--- src/rtl/clock_enable_scheduler.sv ---
// Clock-enable scheduler: fractional phase accumulator producing the CPU tick, timer
// prescaler enables and RUN/HALT/STOP gating, all on master_clock with no derived clocks.
module clock_enable_scheduler #(
    parameter int unsigned MASTER_HZ = 100_000_000,
    parameter int unsigned TARGET_HZ = 16_777_216,
    parameter int unsigned ACC_W     = 32
) (
    input  logic        master_clock,
    input  logic        reset,
    input  logic        halt_req,
    input  logic        stop_req,
    input  logic        wake,
    output logic        cpu_ce,
    output logic [3:0]  timer_ce,
    output logic [1:0]  power_state,
    output logic [31:0] tick_count
);

    typedef enum logic [1:0] {
        ST_RUN  = 2'd0,
        ST_HALT = 2'd1,
        ST_STOP = 2'd2
    } state_t;

    localparam longint unsigned MAX_SUM = 64'(MASTER_HZ) + 64'(TARGET_HZ) - 64'd1;
    localparam logic [ACC_W-1:0] MASTER_C = ACC_W'(MASTER_HZ);
    localparam logic [ACC_W-1:0] TARGET_C = ACC_W'(TARGET_HZ);

    if ((TARGET_HZ == 32'd0) || (TARGET_HZ >= MASTER_HZ)) begin : g_bad_rate
        $error("clock_enable_scheduler: TARGET_HZ must satisfy 0 < TARGET_HZ < MASTER_HZ");
    end
    if ((ACC_W < 32'd64) && (MAX_SUM >= (64'd1 << ACC_W))) begin : g_bad_width
        $error("clock_enable_scheduler: ACC_W too narrow for MASTER_HZ+TARGET_HZ-1");
    end

    logic [ACC_W-1:0] acc_r;
    logic [ACC_W-1:0] sum_s;
    logic [ACC_W-1:0] acc_next_s;
    logic             tick_s;
    logic [9:0]       presc_r;
    state_t           state_r;
    state_t           state_next_s;
    logic [3:0]       timer_ce_next_s;
    logic             cpu_ce_r;
    logic [3:0]       timer_ce_r;
    logic [31:0]      tick_count_r;

    // Phase accumulator: the tick is the carry out of the modulo-MASTER_HZ sum.
    always_comb begin
        sum_s      = acc_r + TARGET_C;
        tick_s     = 1'b0;
        acc_next_s = sum_s;
        if (sum_s >= MASTER_C) begin
            tick_s     = 1'b1;
            acc_next_s = sum_s - MASTER_C;
        end else begin
            tick_s     = 1'b0;
            acc_next_s = sum_s;
        end
    end

    // Power-state transitions; a pending wake holds the CPU in RUN over any request.
    always_comb begin
        state_next_s = state_r;
        case (state_r)
            ST_RUN: begin
                if (wake) begin
                    state_next_s = ST_RUN;
                end else if (stop_req) begin
                    state_next_s = ST_STOP;
                end else if (halt_req) begin
                    state_next_s = ST_HALT;
                end else begin
                    state_next_s = ST_RUN;
                end
            end
            ST_HALT, ST_STOP: begin
                if (wake) begin
                    state_next_s = ST_RUN;
                end else begin
                    state_next_s = state_r;
                end
            end
            default: state_next_s = ST_RUN;
        endcase
    end

    // Prescaler enables compare the pre-increment count and are silenced in STOP.
    always_comb begin
        timer_ce_next_s = 4'b0000;
        if (state_r != ST_STOP) begin
            timer_ce_next_s = {tick_s & (presc_r == 10'd1023),
                               tick_s & (presc_r[7:0] == 8'd255),
                               tick_s & (presc_r[5:0] == 6'd63),
                               tick_s};
        end else begin
            timer_ce_next_s = 4'b0000;
        end
    end

    // State and registered outputs; tick_count and acc keep running in every power state.
    always_ff @(posedge master_clock) begin
        if (reset) begin
            acc_r        <= '0;
            presc_r      <= 10'd0;
            state_r      <= ST_RUN;
            tick_count_r <= 32'd0;
            cpu_ce_r     <= 1'b0;
            timer_ce_r   <= 4'b0000;
        end else begin
            acc_r      <= acc_next_s;
            state_r    <= state_next_s;
            cpu_ce_r   <= tick_s & (state_r == ST_RUN);
            timer_ce_r <= timer_ce_next_s;
            if (tick_s) begin
                tick_count_r <= tick_count_r + 32'd1;
            end
            if (tick_s && (state_r != ST_STOP)) begin
                presc_r <= presc_r + 10'd1;
            end
        end
    end

    assign cpu_ce      = cpu_ce_r;
    assign timer_ce    = timer_ce_r;
    assign power_state = state_r;
    assign tick_count  = tick_count_r;

endmodule

--- config.mk ---
export PLATFORM = sky130hd
export DESIGN_NAME = clock_enable_scheduler
export DESIGN_NICKNAME = d
export VERILOG_FILES = /design/src/rtl/clock_enable_scheduler.sv
export SDC_FILE = /design/constraint.sdc
export NUM_CORES = 1
export LEC_CHECK = 0
export BUFFER_PORTS_ARGS = -buffer_cell sky130_fd_sc_hd__buf_2
export CORE_ASPECT_RATIO = 0.7
export CORE_UTILIZATION = 48
export CTS_CLUSTER_SIZE = 10
export DETAILED_ROUTE_END_ITERATION = 8
export PLACE_DENSITY = 0.72
export SYNTH_ARGS = -nofsm -noshare
export SYNTH_HDL_FRONTEND = slang
export SYNTH_SLANG_ARGS = --single-unit
--- constraint.sdc ---
create_clock -name master_clock -period 6.3 [get_ports master_clock]
set_input_delay 0.63 -clock master_clock [delete_from_list [all_inputs] [get_ports master_clock]]
set_output_delay 0.63 -clock master_clock [all_outputs]
set_load 0.02 [all_outputs]
==> impl_results.md, run 1 <==
* Status: completed
* Cell area after synthesis at 0.00374 mm2
* Initial antenna violation count at 0
* Finish-stage setup viols at 0
* Worst Clk Skew at 0.00476 ns
* Remaining global-route overflow at 0
* Most common cell in the synthesized netlist: dfxtp_1
* Post-synth EDFFs at 0
* Tightest Hold Check Type: flop to flop
* Buffers on Ports at 43
* Antenna cells at 0
* Top layer in use: met4
* Post-Syn Nets at 458
* Cells after synthesis at 445
* Fmax at 0.301 GHz
* Vias in the first global route at 2923
* Seq/Total Area, Yosys at 0.391
* Clk slew on worst S/H paths at 0.07 ns
* Boundary pin count at 44
* Cell Rows at 26
* WP data arrival at 3.60 ns
* Post-CTS sizing at 0
* Met1 WL at 4240 um
* Startpoint types: flop
* DIE HEIGHT at 75.8 um
* Worst Path Required at 6.58 ns
* Tot GR Track Use at 0.217
* Antenna Nets Post-Route at 0
* Post-layout nets at 492
* WHS at 0.444 ns
* Share of cells above drive strength 1 at 0.154
* Skew-Pair Late Insertion Delay at 0.35 ns
* Clock Tree Root: clkbuf_8
* Unique masters post-synth at 55
* PwrDens at 377 mW/mm2
* H-tree depth at 3
* Core area at 0.00742 mm2
* Clk buf depth at 2
* Async set-reset flop share out of synthesis at 0
* Commonest cells post-synth: 73 x dfxtp_1, 60 x nor2_1, 47 x a21oi_1, 41 x xnor2_1, 27 x nand2_1
* DR vias at 3228
* GPL Wtd Cong at 0.845
* Area Growth Syn to Fin at 11.3%
* Average wire per standard cell at 13.9 um
* # placed instances at 566
* Pre-CTS WS at 3.09 ns
* RSZ-0062 raised after global routing: false
* Post-detail-place hpwl at 5360 um
* Die X at 107 um
* Pwr Total at 1.57 mW
* Finished Layout Cells at 580
* CP Capture Type: flop
* Met2 wire length at 3280 um
* Mean Syn Cell Area at 8.40 um2
* CTS tree: done
* Clock Sink Count at 73
* Slew @ Worst Pin at 0.820 ns
* Die area at 0.00815 mm2
* Yosys top cell by area: dfxtp_1
* DRT Pass-1 Iters at 5
* YS warnings at 0
* Final setup margin at 2.98 ns
* Period Utilization, post-route at 0.527
* Starting Density at 0.504
* Post-DR vias/cell at 5.57
* Hold buffers post-CTS at 0
* First-pass GRT wire length at 13700 um
* Slew HR at 0.451
* WS Path Type: flop to flop
* TritonCTS Buffers at 9
* Top_reg_cell synth: dfxtp_1
* Count of pins over their slew limit at 0
* Worst VDD drop at 0.239 mV
* Metal3 WL at 433 um
* Final hold vios at 0
* FF+latch count, synth at 73
* Pleak at 1.55 nW
* Worst-path fanout max at 37
* Min Tclk post-route at 3.32 ns
* Largest net degree at the start of global routing at 78
* Drc violations at 0
* Total Wirelength at 8060 um
* Iteration-0 DRC Markers at 193
* Setup TNS at 0 ns
* Main area contributors after synthesis: dfxtp_1 39%, xnor2_1 9.6%, a21oi_1 6.3%
* Number of setup buffers added after CTS at 0
* Fillers at 683
* Synth top area share at 0.391
* Number of max-cap violations at 0
[placed cells by master (no fill, tap or decap), drive strengths merged, types with 3 or more instances in the layout]
cell     netlist  final
dfxtp         73     73
nand2         30     30
buf            7     45
xnor2         41     41
a21o           4      4
nor3          10     10
mux2           3      3
a211oi         9      9
and3           5      5
nand4         12     12
or3           12     12
o31ai          3      3
nand3         19     19
ha             8      8
a2111oi        5      5
nor2b          6      6
o21ai         20     20
clkbuf        15     14
nor2          61     61
inv           17     17
or4            4      4
a21oi         47     47
xor2           6      6
[critical path: stages, from the launching register on]
cell	delay, ns
dfxtp_1	0.45
ha_1	0.33
nor2b_1	0.20
or2_1	0.22
nand2_2	0.51
inv_1	0.46
o2111ai_4	0.34
or4_1	0.59
a21oi_1	0.14
[sequential cells by signal (all words and copies together) (netlist names)]
name / cells
tick_count: 32
presc_r: 10
timer_ce: 4
cpu_ce: 1
power_state: 2
acc_r: 24
[layer usage]
metal,vias to the layer above,GRT usage
met2,77,0.325
met1,1502,0.296
met3,13,0.0624
met5,-,0
met4,0,0.0852
li1,1636,-
[power breakdown]
part	internal, mW	leakage [nW]	switching [mW]
sequential	0.536	0.594	0.0834
clock	0.161	0.0826	0.160
combinational	0.241	0.874	0.387
total	0.938	1.55	0.630
[path summary, 6_finish.rpt]
check,slack [ns],depth (start not counted),startpoint,end
worst max register to register,2.98,8,acc_r[24]$_SDFF_PP0_,tick_count[18]$_SDFFE_PP0P_
worst min-delay path,0.44,2,presc_r[9]$_SDFFE_PP0P_,timer_ce[3]$_SDFF_PP0_
worst min register to register,0.44,2,presc_r[9]$_SDFFE_PP0P_,timer_ce[3]$_SDFF_PP0_
worst max-delay path,2.98,8,acc_r[24]$_SDFF_PP0_,tick_count[18]$_SDFFE_PP0P_
[kinds of logic (layout without fill, tap and decap cells)]
| family | count (synthesis) | count (layout) | share of synthesized area |
|---|---|---|---|
| mux | 4 | 4 | 0.0117 |
| simple gates | 172 | 172 | 0.233 |
| flops | 73 | 73 | 0.391 |
| buf+inv | 39 | 76 | 0.0455 |
| xor+xnor | 47 | 47 | 0.110 |
| fa+ha+maj | 8 | 8 | 0.0268 |
| compound gates | 102 | 102 | 0.182 |
[per-stage QoR]
stage	area (um2)	utilization
4_1_cts	4160	0.560
5_1_grt	4160	0.560
3_5_place_dp	3990	0.538
2_1_floorplan	3740	-
3_3_place_gp	3990	0.538
6_report	4160	0.560
[layout make-up]
cell class                      instances  area, um2  area share
Tap cell                               98        123      0.0295
Sequential cell                        73       1460       0.352
Inverter                               17       63.8      0.0154
Clock buffer                           14        163      0.0391
Timing Repair Buffer                   45        230      0.0554
Multi-Input combinational cell        333       2120       0.509
Note: power is estimated with default switching activity, not from simulation.
==> run 2, diff against run 1 <==
--- a/config.mk
+++ b/config.mk
@@ -10,7 +10,7 @@
 export CORE_UTILIZATION = 48
 export CTS_CLUSTER_SIZE = 10
 export DETAILED_ROUTE_END_ITERATION = 8
-export PLACE_DENSITY = 0.72
+export PLACE_DENSITY = 0.74
 export SYNTH_ARGS = -nofsm -noshare
 export SYNTH_HDL_FRONTEND = slang
 export SYNTH_SLANG_ARGS = --single-unit
==> constraint.sdc (replaced) <==
create_clock -name master_clock -period 2.95 [get_ports master_clock]
set_input_delay 0.295 -clock master_clock [delete_from_list [all_inputs] [get_ports master_clock]]
set_output_delay 0.295 -clock master_clock [all_outputs]
set_load 0.02 [all_outputs]
==> run 2 against run 1 <==
Effect of this change: clock skew rose by 0.0019 ns; final cell count rose by 1.6%; sequential cell count did not move; critical path depth rose by 2; first-iteration DRC count rose by 13%; via count rose by 2.4%; total power rose by 140%; combinational power rose by 140%.
==> impl_results.md, run 2 (synthesis gave the netlist of run 1 again) <==
* Status: completed
* First-pass GRT wire length at 14400 um
* Clk buf depth at 2
* Post-layout nets at 499
* Period Utilization, post-route at 0.955
* Remaining global-route overflow at 0
* RSZ-0062 raised after global routing: false
* Tot GR Track Use at 0.231
* Initial antenna violation count at 0
* Met1 WL at 4340 um
* Hold Startpoint: wake
* Post-detail-place hpwl at 5690 um
* TritonCTS Buffers at 9
* Die X at 107 um
* Starting Density at 0.504
* FF-to-FF End: tick_count[16]$_SDFFE_PP0P_
* DR vias at 3305
* Startpoint types: flop
* CTS tree: done
* Die area at 0.00815 mm2
* DIE HEIGHT at 75.8 um
* Share of cells above drive strength 1 at 0.177
* R2R cell count at 10
* Clock Sink Count at 73
* Fmax at 0.355 GHz
* Cell Rows at 26
* Worst Path Required at 3.24 ns
* Drc violations at 0
* WS Path Type: flop to flop
* CP Capture Type: flop
* WP data arrival at 3.10 ns
* Min-Delay Path Depth at 2
* Total Wirelength at 8770 um
* Slew @ Worst Pin at 0.589 ns
* Metal3 WL at 502 um
* Most frequent cells in the layout: 73 x dfxtp_1, 60 x nor2_1, 47 x a21oi_1
* Vias in the first global route at 3031
* Worst VDD drop at 0.568 mV
* Slew HR at 0.607
* Iteration-0 DRC Markers at 219
* Hold Crit Endpoint: power_state[0]$_SDFFE_PP0P_
* Skew-Pair Late Insertion Delay at 0.36 ns
* DRT Pass-1 Iters at 4
* PwrDens at 863 mW/mm2
* Buffers on Ports at 43
* Post-DR vias/cell at 5.61
* Clock Tree Root: clkbuf_8
* Number of max-cap violations at 0
* Boundary pin count at 44
* Pleak at 1.62 nW
* H-tree depth at 3
* Finish-stage setup viols at 0
* R2r setup slk at 0.13 ns
* Worst Clk Skew at 0.00667 ns
* Max FFs per register at 32
* Worst-path fanout max at 11
* Met2 wire length at 3870 um
* Critical R2R Launch: acc_r[8]$_SDFFE_PP0P_
* Antenna Nets Post-Route at 0
* Count of pins over their slew limit at 0
* GPL Wtd Cong at 0.817
* Core area at 0.00742 mm2
* Final hold vios at 0
* Commonest non-fill, non-tap cell in the layout: dfxtp_1
* Tightest Hold Check Type: primary input to flop
* Antenna cells at 0
* Average wire per standard cell at 14.9 um
* Min Tclk post-route at 2.82 ns
* Largest net degree at the start of global routing at 46
* Clk slew on worst S/H paths at 0.08 ns
* Area Growth Syn to Fin at 15.3%
* Setup TNS at 0 ns
* WHS at 0.106 ns
* Top layer in use: met4
run 2: cell types whose count changed in the layout (fill, tap and decap cells not counted):
cell	delta
ha_2	+1
buf_4	+5
buf_12	+1
clkbuf_1	-3
o2111ai_4	+1
ha_1	-1
clkinv_2	+2
clkinvlp_4	+1
bufinv_16	+2
run 2: worst max path at each step:
stage | startpoint | end | cells after the start
floorplan | acc_r[24]$_SDFF_PP0_ | acc_r[29]$_SDFF_PP0_ | 9
global placement | acc_r[24]$_SDFF_PP0_ | tick_count[18]$_SDFFE_PP0P_ | 8
detailed placement | acc_r[24]$_SDFF_PP0_ | tick_count[18]$_SDFFE_PP0P_ | 8
CTS | acc_r[24]$_SDFF_PP0_ | tick_count[18]$_SDFFE_PP0P_ | 8
global route | acc_r[8]$_SDFFE_PP0P_ | tick_count[28]$_SDFFE_PP0P_ | 10
finish | acc_r[8]$_SDFFE_PP0P_ | tick_count[16]$_SDFFE_PP0P_ | 10
run 2: layout make-up:
type	instances	area, um2
multi-input cells	334	2140
flip-flops and latches	73	1460
fillers	651	3110
inverters	17	63.8
repair buffers	51	288
clock inverters	5	77.6
well taps	98	123
clock buffers	11	151
run 2: power breakdown:
part / switching [mW] / internal, mW
Clock: 0.379 / 0.519
Combinational: 0.894 / 0.602
Sequential: 0.184 / 1.14
run 2: per-stage QoR:
step / cells / util / area [um2] / setup slack, ns / total power [mW]
after global routing: 589 / 0.581 / 4310 / 0.0124 / 3.99
after CTS: 586 / 0.575 / 4270 / 0.0735 / 3.68
after floorplan: 445 / - / 3740 / 0.522 / 2.41
after global placement: 570 / 0.544 / 4040 / 0.216 / 2.72
after detailed placement: 570 / 0.544 / 4040 / 0.0981 / 2.77
final: 589 / 0.581 / 4310 / 0.134 / 3.72
run 2: layer usage:
| layer | global-route usage | up-vias |
|---|---|---|
| met5 | 0 | - |
| met4 | 0.0776 | 0 |
| met3 | 0.0667 | 5 |
| met2 | 0.359 | 81 |
| met1 | 0.310 | 1565 |
| li1 | - | 1654 |
run 2: timing repair:
| item | in CTS | in global routing |
|---|---|---|
| setup endpoints to repair | 0 | 11 |
| endpoints found under the hold margin | 0 | 0 |
| setup buffers | 0 | 2 |
| hold buffers | 0 | 0 |
| gates resized for setup | 0 | 2 |
run 2: critical path: stages (launching register included):
cell       delay (ns)
dfxtp_1          0.35
inv_1            0.10
ha_1             0.19
or4b_4           0.51
o211ai_2         0.17
nand2_2          0.09
a311o_2          0.46
buf_4            0.18
o2111ai_4        0.36
o21ai_0          0.19
a21oi_1          0.15
